**src/rtl/bypass_select_ctrl.sv**
```systemverilog
// Bypass select generator: matches consumer source tags against result-stage and WB-stage producers.
// Optional FP producer lanes and third operand are enabled by defining BYPASS_SELECT_FP_EN.
module bypass_select_ctrl #(
    parameter int INT_LANES  = 2,
    parameter int MEM_LANES  = 1,
    parameter int CPLX_LANES = 1,
`ifdef BYPASS_SELECT_FP_EN
    parameter int FP_LANES   = 1,
`endif
    parameter int CONS_LANES = 4,
    parameter int PREG_W     = 7,
    parameter int CNT_W      = 32,
    localparam int INT_LW    = (INT_LANES  > 1) ? $clog2(INT_LANES)  : 1,
    localparam int MEM_LW    = (MEM_LANES  > 1) ? $clog2(MEM_LANES)  : 1,
    localparam int CPLX_LW   = (CPLX_LANES > 1) ? $clog2(CPLX_LANES) : 1,
`ifdef BYPASS_SELECT_FP_EN
    localparam int FP_LW     = (FP_LANES   > 1) ? $clog2(FP_LANES)   : 1,
    localparam int P         = INT_LANES + MEM_LANES + CPLX_LANES + FP_LANES,
    localparam int SEL_W     = 4 + INT_LW + MEM_LW + CPLX_LW + FP_LW
`else
    localparam int P         = INT_LANES + MEM_LANES + CPLX_LANES,
    localparam int SEL_W     = 4 + INT_LW + MEM_LW + CPLX_LW
`endif
) (
    input  logic                         clk,
    input  logic                         rst,
    input  logic                         stall,
    input  logic                         flush,
    input  logic [P-1:0]                 prod_valid,
    input  logic [P*PREG_W-1:0]          prod_tag,
    input  logic [CONS_LANES-1:0]        cons_valid,
    input  logic [CONS_LANES*PREG_W-1:0] cons_src_a,
    input  logic [CONS_LANES*PREG_W-1:0] cons_src_b,
    input  logic [CONS_LANES-1:0]        cons_src_a_wr,
    input  logic [CONS_LANES-1:0]        cons_src_b_wr,
`ifdef BYPASS_SELECT_FP_EN
    input  logic [CONS_LANES*PREG_W-1:0] cons_src_c,
    input  logic [CONS_LANES-1:0]        cons_src_c_wr,
    output logic [CONS_LANES*SEL_W-1:0]  sel_c,
`endif
    output logic [CONS_LANES*SEL_W-1:0]  sel_a,
    output logic [CONS_LANES*SEL_W-1:0]  sel_b,
    output logic [CNT_W-1:0]             hit_count
);

`ifdef BYPASS_SELECT_FP_EN
    localparam int NOPS = 3;
`else
    localparam int NOPS = 2;
`endif
    localparam int INC_W = $clog2(NOPS * CONS_LANES + 1);

    logic [CONS_LANES*PREG_W-1:0] src [NOPS];
    logic [CONS_LANES-1:0]        wr  [NOPS];

    logic [P-1:0]                 s0_v_q, s0_v_d;
    logic [P*PREG_W-1:0]          s0_tag_q, s0_tag_d;
    logic [CONS_LANES*SEL_W-1:0]  sel_q [NOPS];
    logic [CONS_LANES*SEL_W-1:0]  sel_d [NOPS];
    logic [CONS_LANES*SEL_W-1:0]  sel_n [NOPS];
    logic [CNT_W-1:0]             hit_q, hit_d;
    logic [INC_W-1:0]             inc;

    assign src[0] = cons_src_a;
    assign src[1] = cons_src_b;
    assign wr[0]  = cons_src_a_wr;
    assign wr[1]  = cons_src_b_wr;
    assign sel_a  = sel_q[0];
    assign sel_b  = sel_q[1];
`ifdef BYPASS_SELECT_FP_EN
    assign src[2] = cons_src_c;
    assign wr[2]  = cons_src_c_wr;
    assign sel_c  = sel_q[2];
`endif
    assign hit_count = hit_q;

    // First match wins: EX set (producers entering result stage) before WB set (S0), lanes in index order.
    function automatic logic [SEL_W-1:0] pick(
        input logic [P-1:0]        ex_v,
        input logic [P*PREG_W-1:0] ex_t,
        input logic [P-1:0]        wb_v,
        input logic [P*PREG_W-1:0] wb_t,
        input logic [PREG_W-1:0]   s,
        input logic                en
    );
        logic              hit, v;
        logic [PREG_W-1:0] t;
        logic [2:0]        stg;
        logic [INT_LW-1:0] li;
        logic [MEM_LW-1:0] lm;
        logic [CPLX_LW-1:0] lc;
`ifdef BYPASS_SELECT_FP_EN
        logic [FP_LW-1:0]  lf;
        lf = '0;
`endif
        hit = 1'b0;
        stg = '0;
        li  = '0;
        lm  = '0;
        lc  = '0;
        for (int set = 0; set < 2; set++) begin
            for (int p = 0; p < P; p++) begin
                v = (set == 0) ? ex_v[p] : wb_v[p];
                t = (set == 0) ? ex_t[p*PREG_W +: PREG_W] : wb_t[p*PREG_W +: PREG_W];
                if (en && !hit && v && (t == s)) begin
                    hit = 1'b1;
                    if (p < INT_LANES) begin
                        stg = 3'(set);
                        li  = INT_LW'(p);
                    end else if (p < INT_LANES + MEM_LANES) begin
                        stg = 3'(2 + set);
                        lm  = MEM_LW'(p - INT_LANES);
`ifdef BYPASS_SELECT_FP_EN
                    end else if (p < INT_LANES + MEM_LANES + CPLX_LANES) begin
                        stg = 3'(4 + set);
                        lc  = CPLX_LW'(p - INT_LANES - MEM_LANES);
                    end else begin
                        stg = 3'(6 + set);
                        lf  = FP_LW'(p - INT_LANES - MEM_LANES - CPLX_LANES);
                    end
`else
                    end else begin
                        stg = 3'(4 + set);
                        lc  = CPLX_LW'(p - INT_LANES - MEM_LANES);
                    end
`endif
                end
            end
        end
`ifdef BYPASS_SELECT_FP_EN
        return {hit, stg, li, lm, lc, lf};
`else
        return {hit, stg, li, lm, lc};
`endif
    endfunction

    function automatic logic [CNT_W-1:0] sat_add(input logic [CNT_W-1:0] a, input logic [INC_W-1:0] b);
        logic [CNT_W:0] sum;
        sum = {1'b0, a} + (CNT_W+1)'(b);
        return sum[CNT_W] ? '1 : sum[CNT_W-1:0];
    endfunction

    always_comb begin
        sel_n = '{default: '0};
        inc   = '0;
        for (int o = 0; o < NOPS; o++) begin
            for (int c = 0; c < CONS_LANES; c++) begin
                sel_n[o][c*SEL_W +: SEL_W] = pick(prod_valid, prod_tag, s0_v_q, s0_tag_q,
                                                  src[o][c*PREG_W +: PREG_W], cons_valid[c] & wr[o][c]);
                inc = inc + INC_W'(sel_n[o][c*SEL_W + SEL_W - 1]);
            end
        end

        s0_v_d   = s0_v_q;
        s0_tag_d = s0_tag_q;
        sel_d    = sel_q;
        hit_d    = hit_q;
        if (flush) begin
            s0_v_d = '0;
            sel_d  = '{default: '0};
        end else if (!stall) begin
            s0_v_d   = prod_valid;
            s0_tag_d = prod_tag;
            sel_d    = sel_n;
            hit_d    = sat_add(hit_q, inc);
        end
    end

    // Only S0 feeds the WB candidate set; a WB-stage copy would have no reader.
    always_ff @(posedge clk) begin
        if (rst) begin
            s0_v_q <= '0;
            sel_q  <= '{default: '0};
            hit_q  <= '0;
        end else begin
            s0_v_q <= s0_v_d;
            sel_q  <= sel_d;
            hit_q  <= hit_d;
        end
        s0_tag_q <= s0_tag_d;
    end

endmodule

```
**config.mk**
```make
export PLATFORM = sky130hd
export DESIGN_NAME = bypass_select_ctrl
export DESIGN_NICKNAME = d
export VERILOG_FILES = /design/src/rtl/bypass_select_ctrl.sv
export SDC_FILE = /design/constraint.sdc
export NUM_CORES = 1
export LEC_CHECK = 0
export ABC_AREA = 1
export CORE_AREA = 2 2 171 190
export CTS_BUF_LIST = sky130_fd_sc_hd__clkbuf_2 sky130_fd_sc_hd__clkbuf_4 sky130_fd_sc_hd__clkbuf_8
export DETAILED_ROUTE_END_ITERATION = 7
export DIE_AREA = 0 0 173 192
export HOLD_SLACK_MARGIN = 0.1
export PLACE_DENSITY_LB_ADDON = 0.08
export SETUP_SLACK_MARGIN = 0.05
export SLEW_MARGIN = 30
export SYNTH_ARGS = -nofsm -noshare
export SYNTH_HDL_FRONTEND = slang
export SYNTH_SLANG_ARGS = --single-unit
```
**constraint.sdc**
```tcl
create_clock -name clk -period 7.4 [get_ports clk]
set_input_delay 0.74 -clock clk [delete_from_list [all_inputs] [get_ports clk]]
set_output_delay 0.74 -clock clk [all_outputs]
set_load 0.02 [all_outputs]
```
## After elaboration in Yosys (flattened, before gate mapping)

Cells that the tools add are included.

| word-level totals | value |
|---|---|
| flip-flop bits (word level) | 104 |
| latch bits | 0 |
| RAM bits | 0 |
| memory bits (read-only) | 0 |
| bits of input ports | 104 |
| output and inout bits | 88 |
| word-level logic and storage cells | 466 |
| memories kept | 0 |

| cells by class | value |
|---|---|
| add/sub/neg operators | 8 |
| $mul | 0 |
| divide/modulo/power cells | 0 |
| magnitude comparators | 0 |
| equality and inequality tests | 64 |
| shift operators | 0 |
| multiplexer cells | 137 |
| bitwise logic cells | 10 |
| reduce and logical (&&, ||, !) cells | 242 |

Operators with widths:

| operator | count |
|---|---|
| == test 7 bit | 64 |
| logical AND 1 bit | 184 |
| 2-to-1 mux 3 bit | 40 |
| 2-to-1 mux 1 bit | 88 |
| zero test 1 bit | 56 |
| adder 32 x 4 -> 33 bit | 1 |
| 2-to-1 mux 32 bit | 1 |
| adder 4 x 1 -> 4 bit | 4 |
| 2-to-1 mux 2 bit | 8 |
| AND 1 bit | 8 |
| adder 3 x 1 -> 4 bit | 1 |
| adder 2 x 1 -> 3 bit | 1 |
| adder 1 x 1 -> 2 bit | 1 |
| NOT 1 bit | 2 |
| AND reduction 2 bit | 1 |
| OR reduction 2 bit | 1 |

## Longest topological paths before layout

| logic depth | value |
|---|---|
| depth in word-level cells | 48 |
| depth in mapped cells | 30 |
| depth with buffers taken out | 29 |

## Worst setup path before layout

OpenSTA, ideal clock, no wires.

| timing | value |
|---|---|
| path kind | in2reg |
| from | input prod_tag[0] |
| to | register hit_q[28], in the netlist hit_count[28] |
| library setup time | 0.074 ns |
| arrival | 4.957 ns |
| required time | 7.326 ns |
| setup slack | 2.369 ns |
| cell stages on the path | 29 |
| buffers on the path | 1 |
| path through | buf_2 -> inv_1 -> nand2_1 -> nand2_1 -> nor2_1 -> nand2_1 -> nor2_1 -> nor2_1 -> nand4_1 -> nor2_1 -> nand2_1 -> nor2_1 -> fa_1 -> fa_1 -> fa_1 -> fa_1 -> inv_1 -> fa_1 -> nand3_1 -> nand3_2 -> nand2_4 -> nor2_4 -> nand2_4 -> nor2_8 -> nand2_4 -> nor2_4 -> nand2_2 -> or2_0 -> a31oi_1 |

| on the way | value |
|---|---|
| word-level cells in the longest chain between the ends | 47 |
| elaborated cells on any way between the ends | 313 |
| those cells by class | 8 x add/sub; 8 x eq/ne; 65 x mux; 232 x reduce/logical |

Ends and longest elaborated chain:

| element | line | source |
|---|---|---|
| start, declared | 30 | `input logic [P*PREG_W-1:0] prod_tag,` |
| == test 7 bit | 105 | `if (en && !hit && v && (t == s)) begin` |
| logical AND 1 bit | 105 |  |
| 2-to-1 mux 1 bit | 105 |  |
| zero test 1 bit | 105 |  |
| logical AND 1 bit (3 in series) | 105 |  |
| 2-to-1 mux 1 bit | 105 |  |
| zero test 1 bit | 105 |  |
| logical AND 1 bit (3 in series) | 105 |  |
| [25 not listed] | - |  |
| 2-to-1 mux 1 bit | 105 |  |
| adder 1 x 1 -> 2 bit | 150 | `inc = inc + INC_W'(sel_n[o][c*SEL_W + SEL_W - 1]);` |
| adder 2 x 1 -> 3 bit | 150 |  |
| adder 3 x 1 -> 4 bit | 150 |  |
| adder 4 x 1 -> 4 bit (3 in series) | 150 |  |
| adder 4 x 1 -> 4 bit * | 150 |  |
| adder 32 x 4 -> 33 bit * | 139 | `sum = {1'b0, a} + (CNT_W+1)'(b);` |
| 2-to-1 mux 32 bit * | 140 | `return sum[CNT_W] ? '1 : sum[CNT_W-1:0];` |
| end signal, assigned | 178 | `hit_q <= hit_d;` |
| end, declared | 61 | `logic [CNT_W-1:0] hit_q, hit_d;` |

Mark *: on every way between the ends. The rest lies on a longest branch, timed or not.
A chain may end at the register's enable or synchronous reset.

## Worst setup path in the final report

| timing | value |
|---|---|
| from | input prod_tag[0] |
| to | register hit_q[1], in the netlist hit_count[1] |

The elaborated chain is that of the path after synthesis.

==> flow_metrics.py <==
metrics = {
    "run_status": {
        "status": "finished, final reports clean",
    },
    "placed_design": {
        "post-place-cells": 2768,
        "port_buffers": 175,
        "gp_congestion": 1.05,
        "place_hpwl_um": 52000,
    },
    "drt": {
        "wl_per_cell_um": 23.2,
        "via_per_inst": 5.44,
        "drtIter0Drc": 1801,
        "drt_first_pass_iters": 7,
        "drc_errors": 0,
        "routed_wirelength_um": 64500,
        "num_vias": 15138,
        "antenna_left": 0,
    },
    "pwr": {
        "leakagePower_nw": 7.38,
        "power.density_mw_per_mm2": 113,
        "vdd_ir_drop_max_mv": 0.0956,
        "finalPower_mw": 1.73,
    },
    "global_routing": {
        "grt_max_degree": 53,
        "grt_pass1_wl_um": 92900,
        "grtUsageTotal_pct": 38.3,
        "globalRouteMet3Util_pct": 6.16,
        "grt_use_met2_pct": 62.6,
        "grt_overflow_total": 0,
        "busiest_layer": "met2",
        "grt_pass1_vias": 13582,
        "antenna_found_initial": 0,
        "gr-usage-met1_pct": 50.4,
    },
    "setup_path": {
        "rr_worst_depth": 23,
        "crit_slowest_cell": "clkdlybuf4s50_1",
        "cpMostUsedCell": "nor2_1",
        "critPathLaunchType": "primary input",
        "crit_arrival_ns": 6.69,
        "r2r_start": "s0_tag_q[2]$_DFFE_PP_",
        "end_kind": "register",
        "critPathMaxFanout": 10,
        "cp-startpoint": "prod_tag[0]",
        "critPathRequiredTime_ns": 7.76,
        "rr_endpoint": "hit_count[1]$_SDFFE_PP0P_",
        "ff2ff_setup_slack_ns": 1.63,
        "cpPeakStageDelay_ns": 0.68,
        "critPathKind": "in -> reg",
    },
    "logic_synthesis": {
        "yosysWarnings": 0,
        "yosysTopAreaCell": "nand2_1",
        "synth-main-ff-cell": "dfxtp_1",
        "avgSynthCellArea_sq_um": 5.84,
        "synth_top_area_share_pct": 20.5,
        "syn_inst": 2277,
        "ys_seq_area_share_pct": 17.8,
        "yosys-top-cells-area": "nand2_1 (20%), xor2_1 (14%), dfxtp_1 (11%)",
        "synth_edf_count": 28,
        "async_flop_share_pct": 0,
        "ys_seq_elements": 104,
        "synthesis.area_sq_mm": 0.0133,
        "yosysUniqueCellTypes": 49,
    },
    "sta": {
        "tightestPinTransition_ns": 0.943,
        "hold_slack_ns": 0.476,
        "fin_crit_ns": 6.34,
        "tns_ns": 0,
        "fin_crit_sh_pct": 85.6,
        "slew_viol_final": 0,
        "rsz0062_at_grt": "no",
        "final-setup-viol-count": 0,
        "hold_viol_final": 0,
        "fin_skew_ns": 0.0295,
        "slew_headroom_pct": 36.4,
        "fmax_mhz": 158,
    },
    "floorplanning": {
        "core_area_sq_mm": 0.0311,
        "dieArea_sq_mm": 0.0332,
        "die_height_um": 192,
        "chipWidth_um": 173,
        "io_pins": 192,
        "start_util_pct": 42.7,
        "rows": 68,
    },
    "flow_run": {
        "maxCapViolCount": 0,
    },
    "clocking": {
        "cts_tree": "done",
        "htree_num_levels": 3,
        "hold_buffers": 0,
        "insertion_delay_ns": 0.43,
        "clk_path_buf_depth": 2,
        "cts_sinks": 104,
        "root_buffer": "clkbuf_8",
        "cts_resized": 0,
        "path_clk_slew_ns": 0.10,
        "cts_buffers": 9,
        "cts_setup_buffers": 0,
    },
    "cells_and_area": {
        "drive_above_1_share_pct": 3.38,
        "syn2layout_area_growth_pct": 14.5,
        "nNetsFinal": 2474,
        "n_fill_cell": 3379,
        "fin_cells": 2784,
        "diodes": 0,
    },
    "worst_hold_path": {
        "hold_class": "reg -> reg",
        "min_from": "sel_b[18]$_SDFFE_PP0N_",
        "hold_path_depth": 2,
        "min_to": "sel_b[18]$_SDFFE_PP0N_",
    },
}
[stage by stage]
step | utilization, % | worst slack (ns) | area, sq um
2_1_floorplan | - | 2.37 | 13400
3_3_place_gp | 48.3 | 0.942 | 15000
3_5_place_dp | 48.3 | 0.847 | 15000
4_1_cts | 48.9 | 1.23 | 15200
5_1_grt | 48.9 | 0.743 | 15200
6_report | 48.9 | 1.06 | 15200
[routing by layer]
| layer | vias to the layer above | routed length (um) |
|---|---|---|
| met1 | 7034 | 26800 |
| met5 | - | 0 |
| met3 | 151 | 5640 |
| li1 | 7112 | - |
| met2 | 841 | 29100 |
| met4 | 0 | 2990 |
[worst max-delay path by stage]
stage                                       to  slack [ns]  cells past startpoint
floorplan           hit_count[28]$_SDFFE_PP0P_        2.37                     29
global placement    hit_count[17]$_SDFFE_PP0P_        0.94                     30
detailed placement   hit_count[1]$_SDFFE_PP0P_        0.85                     26
CTS                  hit_count[1]$_SDFFE_PP0P_        1.23                     26
global route         hit_count[1]$_SDFFE_PP0P_        0.74                     26
finish               hit_count[1]$_SDFFE_PP0P_        1.06                     26
[power breakdown]
| group | leakage [nW] | switching [mW] | internal, mW | total (mW) |
|---|---|---|---|---|
| Clock | 0.0955 | 0.234 | 0.136 | 0.370 |
| Sequential | 0.879 | 0.0562 | 0.604 | 0.660 |
| Combinational | 6.40 | 0.457 | 0.238 | 0.695 |
[sequential cells by signal (all words and copies together) (netlist names)]
name	count
hit_count	32
s0_tag_q	28
sel_a	20
sel_b	20
s0_v_q	4
[cell families (layout without fill, tap and decap cells)]
| logic type | Yosys count | count (layout) | share of synthesized area, % |
|---|---|---|---|
| other cells | 1 | 16 | 0.0282 |
| xor+xnor | 324 | 324 | 21.3 |
| fa+ha+maj | 11 | 11 | 1.32 |
| compound gates | 110 | 110 | 4.70 |
| flops | 104 | 104 | 17.8 |
| simple gates | 1346 | 1346 | 42.1 |
| buf+inv | 381 | 453 | 12.7 |
[critical path: cells and delay by family]
kind,cells,cell delay (ns)
AO/OA/AOI/OAI,2,0.72
adder cells (fa/ha/maj),5,2.09
buffers and inverters,4,1.32
AND/OR/NAND/NOR,15,1.80
[synthesized netlist by cell type, types with 6 or more instances]
| cell type | count |
|---|---|
| nand2_1 | 726 |
| nor2_1 | 372 |
| inv_1 | 219 |
| xor2_1 | 205 |
| xnor2_1 | 119 |
| buf_2 | 101 |
| nand3_1 | 89 |
| nand4_1 | 80 |
| dfxtp_1 | 76 |
| a21oi_1 | 48 |
| nor3_1 | 35 |
| buf_4 | 28 |
| edfxtp_1 | 28 |
| o21ai_0 | 28 |
| clkbuf_1 | 17 |
| inv_2 | 7 |
| a31oi_1 | 6 |
| ha_1 | 6 |
| nor4_1 | 6 |
| o22ai_1 | 6 |
| o31ai_1 | 6 |
[final cells by class]
class / instances / area (sq um) / share of cell area, %
Clock buffer: 12 / 146 / 0.962
Sequential cell: 104 / 2360 / 15.5
Tap cell: 420 / 526 / 3.45
Clock inverter: 4 / 28.8 / 0.189
Multi-Input combinational cell: 1807 / 9300 / 61.1
Inverter: 229 / 862 / 5.66
Timing Repair Buffer: 208 / 2000 / 13.1
[cell usage in the layout (no fill, tap or decap), types with 5 or more instances in the layout]
cell	synthesis	layout
a21oi_1	48	48
a31oi_1	6	6
buf_4	28	33
clkbuf_8	0	9
clkdlybuf4s50_1	0	175
conb_1	1	16
dfxtp_1	76	76
edfxtp_1	28	28
fa_1	5	5
ha_1	6	6
inv_1	219	219
inv_2	7	7
nand2_1	726	726
nand3_1	89	89
nand4_1	80	80
nor2_1	372	372
nor3_1	35	35
nor4_1	6	6
o21ai_0	28	28
o22ai_1	6	6
o31ai_1	6	6
xnor2_1	119	119
xor2_1	205	205
Note: power is estimated with default switching activity, not from simulation.
